`src/rtl/draw_scheduler.sv`:
```
// draw_scheduler: round-robin arbiter sharing one square iterator between
// NREQ drawing requesters; streams coloured pixels to the framebuffer.
//
// Ports:
//   clk, rst_n            clock, async active-low reset
//   frame_en              grants allowed only while high
//   abort                 cancel the command in progress
//   req_valid/req_ready   per-requester command handshake
//   req_x0/y0/size/color  packed commands, requester i in slice i
//   it_start/it_rst/it_oe iterator control
//   it_x0/it_y0/it_size   latched command to the iterator
//   it_x/it_y/busy/done   iterator position and status
//   pix_*                 valid/ready pixel stream to the framebuffer
//   busy                  a command is in progress
//   cmd_done/_id/aborted  completion pulse, owner, abort flag
module draw_scheduler #(
  parameter int CORDW = 9,
  parameter int COLRW = 4,
  parameter int NREQ  = 4,
  parameter int IDW   = 2
) (
  input  logic                   clk,
  input  logic                   rst_n,
  input  logic                   frame_en,
  input  logic                   abort,
  input  logic [NREQ-1:0]        req_valid,
  output logic [NREQ-1:0]        req_ready,
  input  logic [NREQ*CORDW-1:0]  req_x0,
  input  logic [NREQ*CORDW-1:0]  req_y0,
  input  logic [NREQ*CORDW-1:0]  req_size,
  input  logic [NREQ*COLRW-1:0]  req_color,
  output logic                   it_start,
  output logic                   it_rst,
  output logic                   it_oe,
  output logic [CORDW-1:0]       it_x0,
  output logic [CORDW-1:0]       it_y0,
  output logic [CORDW-1:0]       it_size,
  input  logic [CORDW-1:0]       it_x,
  input  logic [CORDW-1:0]       it_y,
  input  logic                   it_busy,
  input  logic                   it_done,
  output logic                   pix_valid,
  input  logic                   pix_ready,
  output logic [CORDW-1:0]       pix_x,
  output logic [CORDW-1:0]       pix_y,
  output logic [COLRW-1:0]       pix_color,
  output logic                   busy,
  output logic                   cmd_done,
  output logic [IDW-1:0]         cmd_done_id,
  output logic                   cmd_aborted
);

  typedef enum logic [2:0] {
    S_IDLE,
    S_LAUNCH,
    S_RUN,
    S_FLUSH,
    S_COMPLETE
  } state_t;

  state_t           state_q, state_d;
  logic [IDW-1:0]   rr_q, rr_d;
  logic [IDW-1:0]   id_q, id_d;
  logic [CORDW-1:0] x0_q, x0_d;
  logic [CORDW-1:0] y0_q, y0_d;
  logic [CORDW-1:0] size_q, size_d;
  logic [COLRW-1:0] color_q, color_d;
  logic             busy_q, busy_d;
  logic             abrt_q, abrt_d;

  logic             grant_vld;
  logic [IDW-1:0]   grant;
  logic [IDW-1:0]   cand;

  // Search upward from the requester after the last winner.
  always_comb begin
    grant_vld = 1'b0;
    grant     = '0;
    cand      = '0;
    for (int i = 1; i <= NREQ; i++) begin
      cand = IDW'((int'(rr_q) + i) % NREQ);
      if (!grant_vld && req_valid[cand]) begin
        grant_vld = 1'b1;
        grant     = cand;
      end
    end
  end

  always_comb begin
    state_d   = state_q;
    rr_d      = rr_q;
    id_d      = id_q;
    x0_d      = x0_q;
    y0_d      = y0_q;
    size_d    = size_q;
    color_d   = color_q;
    busy_d    = busy_q;
    abrt_d    = abrt_q;
    req_ready = '0;
    it_start  = 1'b0;
    it_rst    = 1'b0;
    it_oe     = 1'b0;
    pix_valid = 1'b0;
    cmd_done  = 1'b0;
    unique case (state_q)
      S_IDLE: begin
        if (frame_en && grant_vld) begin
          req_ready[grant] = 1'b1;
          x0_d    = req_x0[int'(grant)*CORDW +: CORDW];
          y0_d    = req_y0[int'(grant)*CORDW +: CORDW];
          size_d  = req_size[int'(grant)*CORDW +: CORDW];
          color_d = req_color[int'(grant)*COLRW +: COLRW];
          id_d    = grant;
          rr_d    = grant;
          busy_d  = 1'b1;
          state_d = S_LAUNCH;
        end
      end
      S_LAUNCH: begin
        it_start = 1'b1;
        // Abort here raises start and reset together; reset wins
        // inside the iterator.
        if (abort) begin
          it_rst  = 1'b1;
          state_d = S_FLUSH;
        end else begin
          state_d = S_RUN;
        end
      end
      S_RUN: begin
        // Only it_done ends the run: it_busy may still be low in the
        // first RUN cycle. it_done also beats a same-cycle abort.
        if (it_done) begin
          pix_valid = it_busy;
          it_oe     = pix_ready & it_busy;
          abrt_d    = 1'b0;
          state_d   = S_COMPLETE;
        end else if (abort) begin
          it_rst  = 1'b1;
          state_d = S_FLUSH;
        end else begin
          pix_valid = it_busy;
          it_oe     = pix_ready & it_busy;
        end
      end
      S_FLUSH: begin
        abrt_d  = 1'b1;
        state_d = S_COMPLETE;
      end
      S_COMPLETE: begin
        cmd_done = 1'b1;
        busy_d   = 1'b0;
        state_d  = S_IDLE;
      end
      default: begin
        state_d = S_IDLE;
      end
    endcase
  end

  always_ff @(posedge clk or negedge rst_n) begin
    if (!rst_n) begin
      state_q <= S_IDLE;
      rr_q    <= IDW'(NREQ - 1);
      id_q    <= '0;
      x0_q    <= '0;
      y0_q    <= '0;
      size_q  <= '0;
      color_q <= '0;
      busy_q  <= 1'b0;
      abrt_q  <= 1'b0;
    end else begin
      state_q <= state_d;
      rr_q    <= rr_d;
      id_q    <= id_d;
      x0_q    <= x0_d;
      y0_q    <= y0_d;
      size_q  <= size_d;
      color_q <= color_d;
      busy_q  <= busy_d;
      abrt_q  <= abrt_d;
    end
  end

  assign it_x0       = x0_q;
  assign it_y0       = y0_q;
  assign it_size     = size_q;
  assign pix_x       = it_x;
  assign pix_y       = it_y;
  assign pix_color   = color_q;
  assign busy        = busy_q;
  assign cmd_done_id = id_q;
  assign cmd_aborted = abrt_q;

endmodule

```
`config.mk`:
```
export PLATFORM = sky130hd
export DESIGN_NAME = draw_scheduler
export DESIGN_NICKNAME = d
export VERILOG_FILES = /design/src/rtl/draw_scheduler.sv
export SDC_FILE = /design/constraint.sdc
export NUM_CORES = 1
export LEC_CHECK = 0
export CORE_MARGIN = 2
export CORE_UTILIZATION = 37
export CTS_CLUSTER_DIAMETER = 60
export CTS_CLUSTER_SIZE = 24
export DETAILED_ROUTE_END_ITERATION = 7
export PLACE_DENSITY_LB_ADDON = 0.2
export SLEW_MARGIN = 0
export SYNTH_ARGS = -nofsm -noshare
export SYNTH_HDL_FRONTEND = slang
export SYNTH_SLANG_ARGS = --single-unit
export TNS_END_PERCENT = 50
```
`constraint.sdc`:
```
create_clock -name clk -period 4.9 [get_ports clk]
set_input_delay 0.98 -clock clk [delete_from_list [all_inputs] [get_ports clk]]
set_output_delay 0.98 -clock clk [all_outputs]
set_load 0.01 [all_outputs]
```
=== Word-level counts from Yosys, hierarchy flattened ===
Index checks and enable logic that the tools add are counted.
W data, S select, Z words.

* Word-level logic and storage cells: 87
* Register bits after elaboration: 40
* Memory bits (writable): 0
* Memories: 0
* Bits in latches: 0
* Output and inout port bits: 62
* Bits of input ports: 153
* Bits in read-only memories: 0

* Divide/modulo/power cells: 0
* Shifts and indexed selects: 4
* $lt $le $gt $ge: 6
* Bitwise gates (word level): 1
* Equality and inequality tests: 7
* Mux-type cells: 40
* $mul: 1
* Reductions and logical operators: 15
* $add $sub $neg: 4

{| class="wikitable"
|+ Operator list
! kind !! number
|-
| $shiftx A36 B32 Y9 || 2
|-
| $shiftx A36 B7 Y9 || 1
|-
| $mux W1 || 22
|-
| $shiftx A16 B5 Y4 || 1
|-
| $lt A2 B3 Y1 const B || 5
|-
| $pmux W3 S4 || 1
|-
| $mux W3 || 3
|-
| $bmux W1 S2 || 4
|-
| $mux W2 || 4
|-
| $mux W4 || 2
|-
| $reduce_and A2 Y1 || 4
|-
| $eq A3 B2 Y1 const B || 2
|-
| $mul A2 B4 Y6 const B || 1
|-
| $pmux W1 S2 || 3
|-
| $logic_and A1 B1 Y1 || 5
|-
| $add A2 B1 Y2 const B || 2
|-
| $add A2 B2 Y2 const B || 2
|-
| $ne A2 B2 Y1 const B || 2
|-
| $reduce_bool A2 Y1 || 2
|-
| $eq A3 B1 Y1 const B || 1
|-
| $eq A3 B3 Y1 const B || 1
|-
| $logic_not A1 Y1 || 3
|-
| $logic_not A3 Y1 || 1
|-
| $ne A3 B3 Y1 const B || 1
|-
| other kinds (3) || 3
|}

=== Longest topological paths before layout ===
* Depth in word-level cells: 19
* Gate-level depth with buffers: 8
* Mapped depth without buffers: 5

=== Least setup slack after synthesis ===
No wires, ideal clock.

* Kind: input to output
* From: input port req_valid[3]
* To: output port req_ready[2]
* Data arrival time: 2.247 ns
* Stages on the path: 7
* Path buffers: 3
* Required time: 3.920 ns
* Slack: 1.673 ns
* Path through: or4_1 and4b_1 buf_6 buf_6 buf_6 nand2_1 nor3_1

* Longest elaborated chain between the ends: 18
* Elaborated cells between the ends (all ways): 30
* Classes of those cells: order compare (2); mux (20); reduce/logical (8)

{| class="wikitable"
|+ Ends and longest elaborated chain
! item !! RTL line !! source
|-
| start, declared || 26 || <nowiki>input logic [NREQ-1:0] req_valid,</nowiki>
|-
| $bmux W1 S2 || 82 || <nowiki>if (!grant_vld && req_valid[cand]) begin</nowiki>
|-
| $mux W1 (not written as such) || 82 ||
|-
| $mux W1 || 82 ||
|-
| $logic_not A1 Y1 || 82 ||
|-
| $logic_and A1 B1 Y1 || 82 ||
|-
| $mux W1 || 82 ||
|-
| $logic_not A1 Y1 || 82 ||
|-
| $logic_and A1 B1 Y1 || 82 ||
|-
| (+2 left out) || n/a ||
|-
| $logic_and A1 B1 Y1 || 82 ||
|-
| $mux W2 || 82 ||
|-
| $lt A2 B3 Y1 (not written as such) or $ge A2 B1 Y1 (tied branches) || 108 || <nowiki>req_ready[grant] = 1'b1;</nowiki>
|-
| $logic_and A1 B1 Y1 (not written as such) || 108 ||
|-
| $mux W1 (not written as such) || 108 ||
|-
| $demux W1 S2 || 108 ||
|-
| $mux W4 * || 107 || <nowiki>if (frame_en && grant_vld) begin</nowiki>
|-
| $mux W4 * || 105 || <nowiki>unique case (state_q)</nowiki>
|-
| end, declared || 27 || <nowiki>output logic [NREQ-1:0] req_ready,</nowiki>
|}

Every way passes the cells marked *; elsewhere a longest branch is shown, timed or not. The select of a mux whose other input is x is not followed.

=== Worst setup path after layout ===
Same ends and word-level chain as after synthesis.

==> results <==
- The count of H-tree levels built during CTS is 2.
- The largest individual stage delay along the critical path comes from the cell sky130_fd_sc_hd__and4b_2.
- The critical path's top delay family is simple AND/OR/NAND/NOR gates.
- The congestion estimate from routability-driven global placement came to 0.8367.
- Across the run, the number of max-cap violations was 0.
- The total standard cell area after synthesis is 2897 µm².
- Setup repair after global routing left no endpoint under its margin.
- The minimum period implied by the final worst setup slack is 4.285 ns.
- The number of iterations in the first detailed-routing pass is 4.
- The count of input and output buffers is 178.
- The critical path goes through clkdlybuf4s50_1 > or4_1 > and4b_2 > nand2_1 > nor3_1 > clkdlybuf4s50_1.
- In this run the horizontal extent of the chip is 92.48 µm.
- The worst-case clock buffer depth is 2.
- The clock tree skew after final layout is 0.007928 ns.
- The number of buffers and inverters on the critical path is 2.
- The number of inserted filler cells in the final layout is 635.
- Entering global routing, the biggest net connects 64 pins.
- The highest clock rate is 233.4 MHz.
- The repair_antennas step left the layout with diodes totalling 0.
- The routed via count is 2878.
- After the first detailed-routing iteration, the DRC count stood at 87.
- The element type at the critical path end is a primary output.
- The core area is 7647 µm².
- Summing all placed instances gives a cell area of 4571 µm².
- The count of endpoints failing setup in the final report is 0.
- The share of cells above drive strength 1 is 0.1276.
- Once detail routing completed, the nets flagged for antenna violations numbered 0.
- The mean area per synthesized cell is 9.852 µm².
- At the pin with the least slew margin, the transition time is 0.8992 ns.
- The type of the most critical hold path is flop to flop.
- CTS saw 40 sinks.
- The starting density of the core is 0.3788.
- Post-CTS timing repair inserted 0 buffers for setup.
- The leakage power is 1.841 nW.
- In this run, CTS created clock tree buffers numbering 5.
- The count of final hold-check violations was 0.
- The final total negative setup slack is 0 ns.
- For this run, design rule violations remaining after detail routing come to 0.
- The clock input transition at the sequential cells of the worst setup and hold paths is 0.08 ns.
- The first global-routing pass estimated 13.87 mm of wire.
- During synthesis, Yosys emitted a total of 0 warnings.
- The wire length per cell after detailed routing is 16.69 µm.
- After routing the design area is 4661 µm².
- For the worst setup path, the data required time is 3.92 ns.
- The worst-case vdd ir drop is 0.2557 mV.
- The final net count is 591.
- In the finished design, the share of the clock period the worst path needs comes to 0.8745.
- STA puts the critical path data arrival time at 3.30 ns.
- The type of origin of the critical path is an input port.
- The number of nets in the synthesized netlist is 447.
- The die extent in y is 92.48 µm.
- Measured against its own limit, the worst slew margin works out to 0.4006.
- In this run the count of I/O pins placed on the die edge is 215.
- The cts-stage hold buffer count is 0.
- For this run, the slowest stage of the critical path takes 0.67 ns.
- From synthesis to final layout, the design area changed by 60.91%.
- The completed layout was analyzed and its total power is 0.002113 W.
- Dividing the detail-routed via count by the number of cells gives 5.320.
- Across every metal layer, demand over resource in global routing totals 0.2043.
- The end-of-flow core utilization is 0.6095.
- The floorplan step defined a die boundary enclosing 8553 µm².
- The post-synthesis sequential area ratio is 0.3464.
- The final-report max-slew violation count is 0.
- Summed over all layers, the global routing overflow is 0.
- The initial antenna violation count is 0.
- TritonCTS built the clock tree.
- The insertion delay to the later sink of the worst-skew pair is 0.29 ns.
- Detailed placement ended at an HPWL of 6.593 mm.
- Dividing total power by cell area gives a power density of 453.4 nW/µm².
- The run finished with clean final reports.
- Of all nets on the critical path, the largest fanout is 37.
- The number of storage elements in the synthesis netlist is 40.
- The critical setup path kind is input port to primary output.
- The number of cells upsized or downsized after cts is 0.
- By instance count, the cell type seen most on the critical path is sky130_fd_sc_hd__clkdlybuf4s50_1.
- After technology mapping, the gate count stands at 294.
- The routed design has 9.028 mm of wire.
- The number of placement rows is 32.
- The via count of the first global-routing pass is 2846.
- The root buffer cell is sky130_fd_sc_hd__clkbuf_8.
- Yosys mapped the design onto 32 distinct sky130hd cell types.
## per-layer routing
layer	track usage	wire length, µm	vias to the layer above
met5	0	0	-
met1	0.2367	3570	1373
met4	0.06716	214	0
li1	-	-	1376
met3	0.04150	536	18
met2	0.3741	4706	111
## kinds of logic (layout without fill, tap and decap cells)
logic type | count (synthesis) | in the layout | share of synthesized area
buffers and inverters | 49 | 194 | 0.1067
multiplexers | 63 | 63 | 0.2311
AO/OA/AOI/OAI | 44 | 44 | 0.1378
AND/OR/NAND/NOR | 98 | 98 | 0.1780
flip-flops | 40 | 40 | 0.3464
## where the power goes
group,switching (W),internal (W),total [W],leakage [nW]
combinational,0.000580,0.000704,0.00128,1.30
clock,0.000113,0.000115,0.000228,0.0455
sequential,0.000108,0.000493,0.000601,0.492
## cell usage in the layout (no fill, tap or decap), types with 4 or more instances in the layout
cell	Yosys	routed
sky130_fd_sc_hd__clkdlybuf4s50_1	0	177
sky130_fd_sc_hd__nand3_1	59	59
sky130_fd_sc_hd__dfrtp_1	38	38
sky130_fd_sc_hd__mux2i_1	32	32
sky130_fd_sc_hd__mux2_2	31	31
sky130_fd_sc_hd__a221o_1	31	31
sky130_fd_sc_hd__nor2_1	12	10
sky130_fd_sc_hd__clkbuf_8	0	6
sky130_fd_sc_hd__buf_4	21	6
sky130_fd_sc_hd__nand2_1	5	5
sky130_fd_sc_hd__a21oi_1	5	5
sky130_fd_sc_hd__nand2b_1	4	4
sky130_fd_sc_hd__nor2b_1	4	4
## layout make-up
type,count,area [µm²],share of cell area
repair buffers,184,1822,0.3909
multi-input cells,205,1610,0.3455
clock buffers,8,90.09,0.01933
flip-flops and latches,40,1003,0.2153
inverters,2,7.507,0.001611
well taps,102,127.6,0.02738
## synthesized netlist by cell type, drive strengths merged
cell type,n,share of area
and2,3,0.0065
nand2b,4,0.0086
inv,2,0.0026
a221o,31,0.11
or3,1,0.0022
a31oi,1,0.0022
dfrtp,38,0.33
nor3,2,0.0035
or4,1,0.0026
o22ai,1,0.0043
dfstp,2,0.018
buf,36,0.090
mux2i,32,0.11
mux2,31,0.12
a22o,1,0.0030
o21ai,2,0.0035
clkbuf,11,0.014
a21bo,1,0.0035
nand3,62,0.11
and4b,1,0.0035
a21o,1,0.0026
a21oi,6,0.012
nor4b,1,0.0030
nand2,5,0.0065
nor2,12,0.016
nand3b,2,0.0052
nor2b,4,0.0086
## per-stage QoR
| step | worst slack (ns) | hold WS (ns) | std cells |
|---|---|---|---|
| CTS | 0.5998 | 0.4902 | 541 |
| global route | 0.4114 | 0.5030 | 541 |
| global placement | 0.6947 | 0.4720 | 533 |
| detailed placement | 0.5994 | 0.4728 | 533 |
| finish | 0.6151 | 0.4905 | 541 |
| floorplan | 1.673 | 0.4938 | 294 |
## worst reg2reg max path, stage by stage, from the launching register on
cell                      delay (ns)
sky130_fd_sc_hd__dfstp_2        0.59
sky130_fd_sc_hd__mux2i_1        0.25
sky130_fd_sc_hd__o22ai_2        0.15
sky130_fd_sc_hd__nor2_4         0.13
sky130_fd_sc_hd__buf_4          0.50
sky130_fd_sc_hd__mux2_2         0.46
sky130_fd_sc_hd__a221o_1        0.32
## sequential cells by signal (all words and copies together), names as in the netlist
signal,flops
busy,1
cmd_aborted,1
cmd_done_id,2
it_size,9
it_x0,9
it_y0,9
pix_color,4
rr_q,2
state_q,3
## worst paths after layout
path | from | slack [ns] | end | cells past startpoint
setup / recovery | req_valid[3] | 0.62 | req_ready[2] | 6
setup reg to reg | rr_q[1] | 2.38 | it_size[0] | 6
max in group asynchronous | rst_n | 3.52 | it_x0[3] | 1
hold / removal | cmd_done_id[1] | 0.49 | cmd_done_id[1] | 2
hold reg to reg | cmd_done_id[1] | 0.49 | cmd_done_id[1] | 2
min in group asynchronous | rst_n | 0.81 | it_y0[3] | 1
Note: power is estimated with default switching activity, not from simulation.
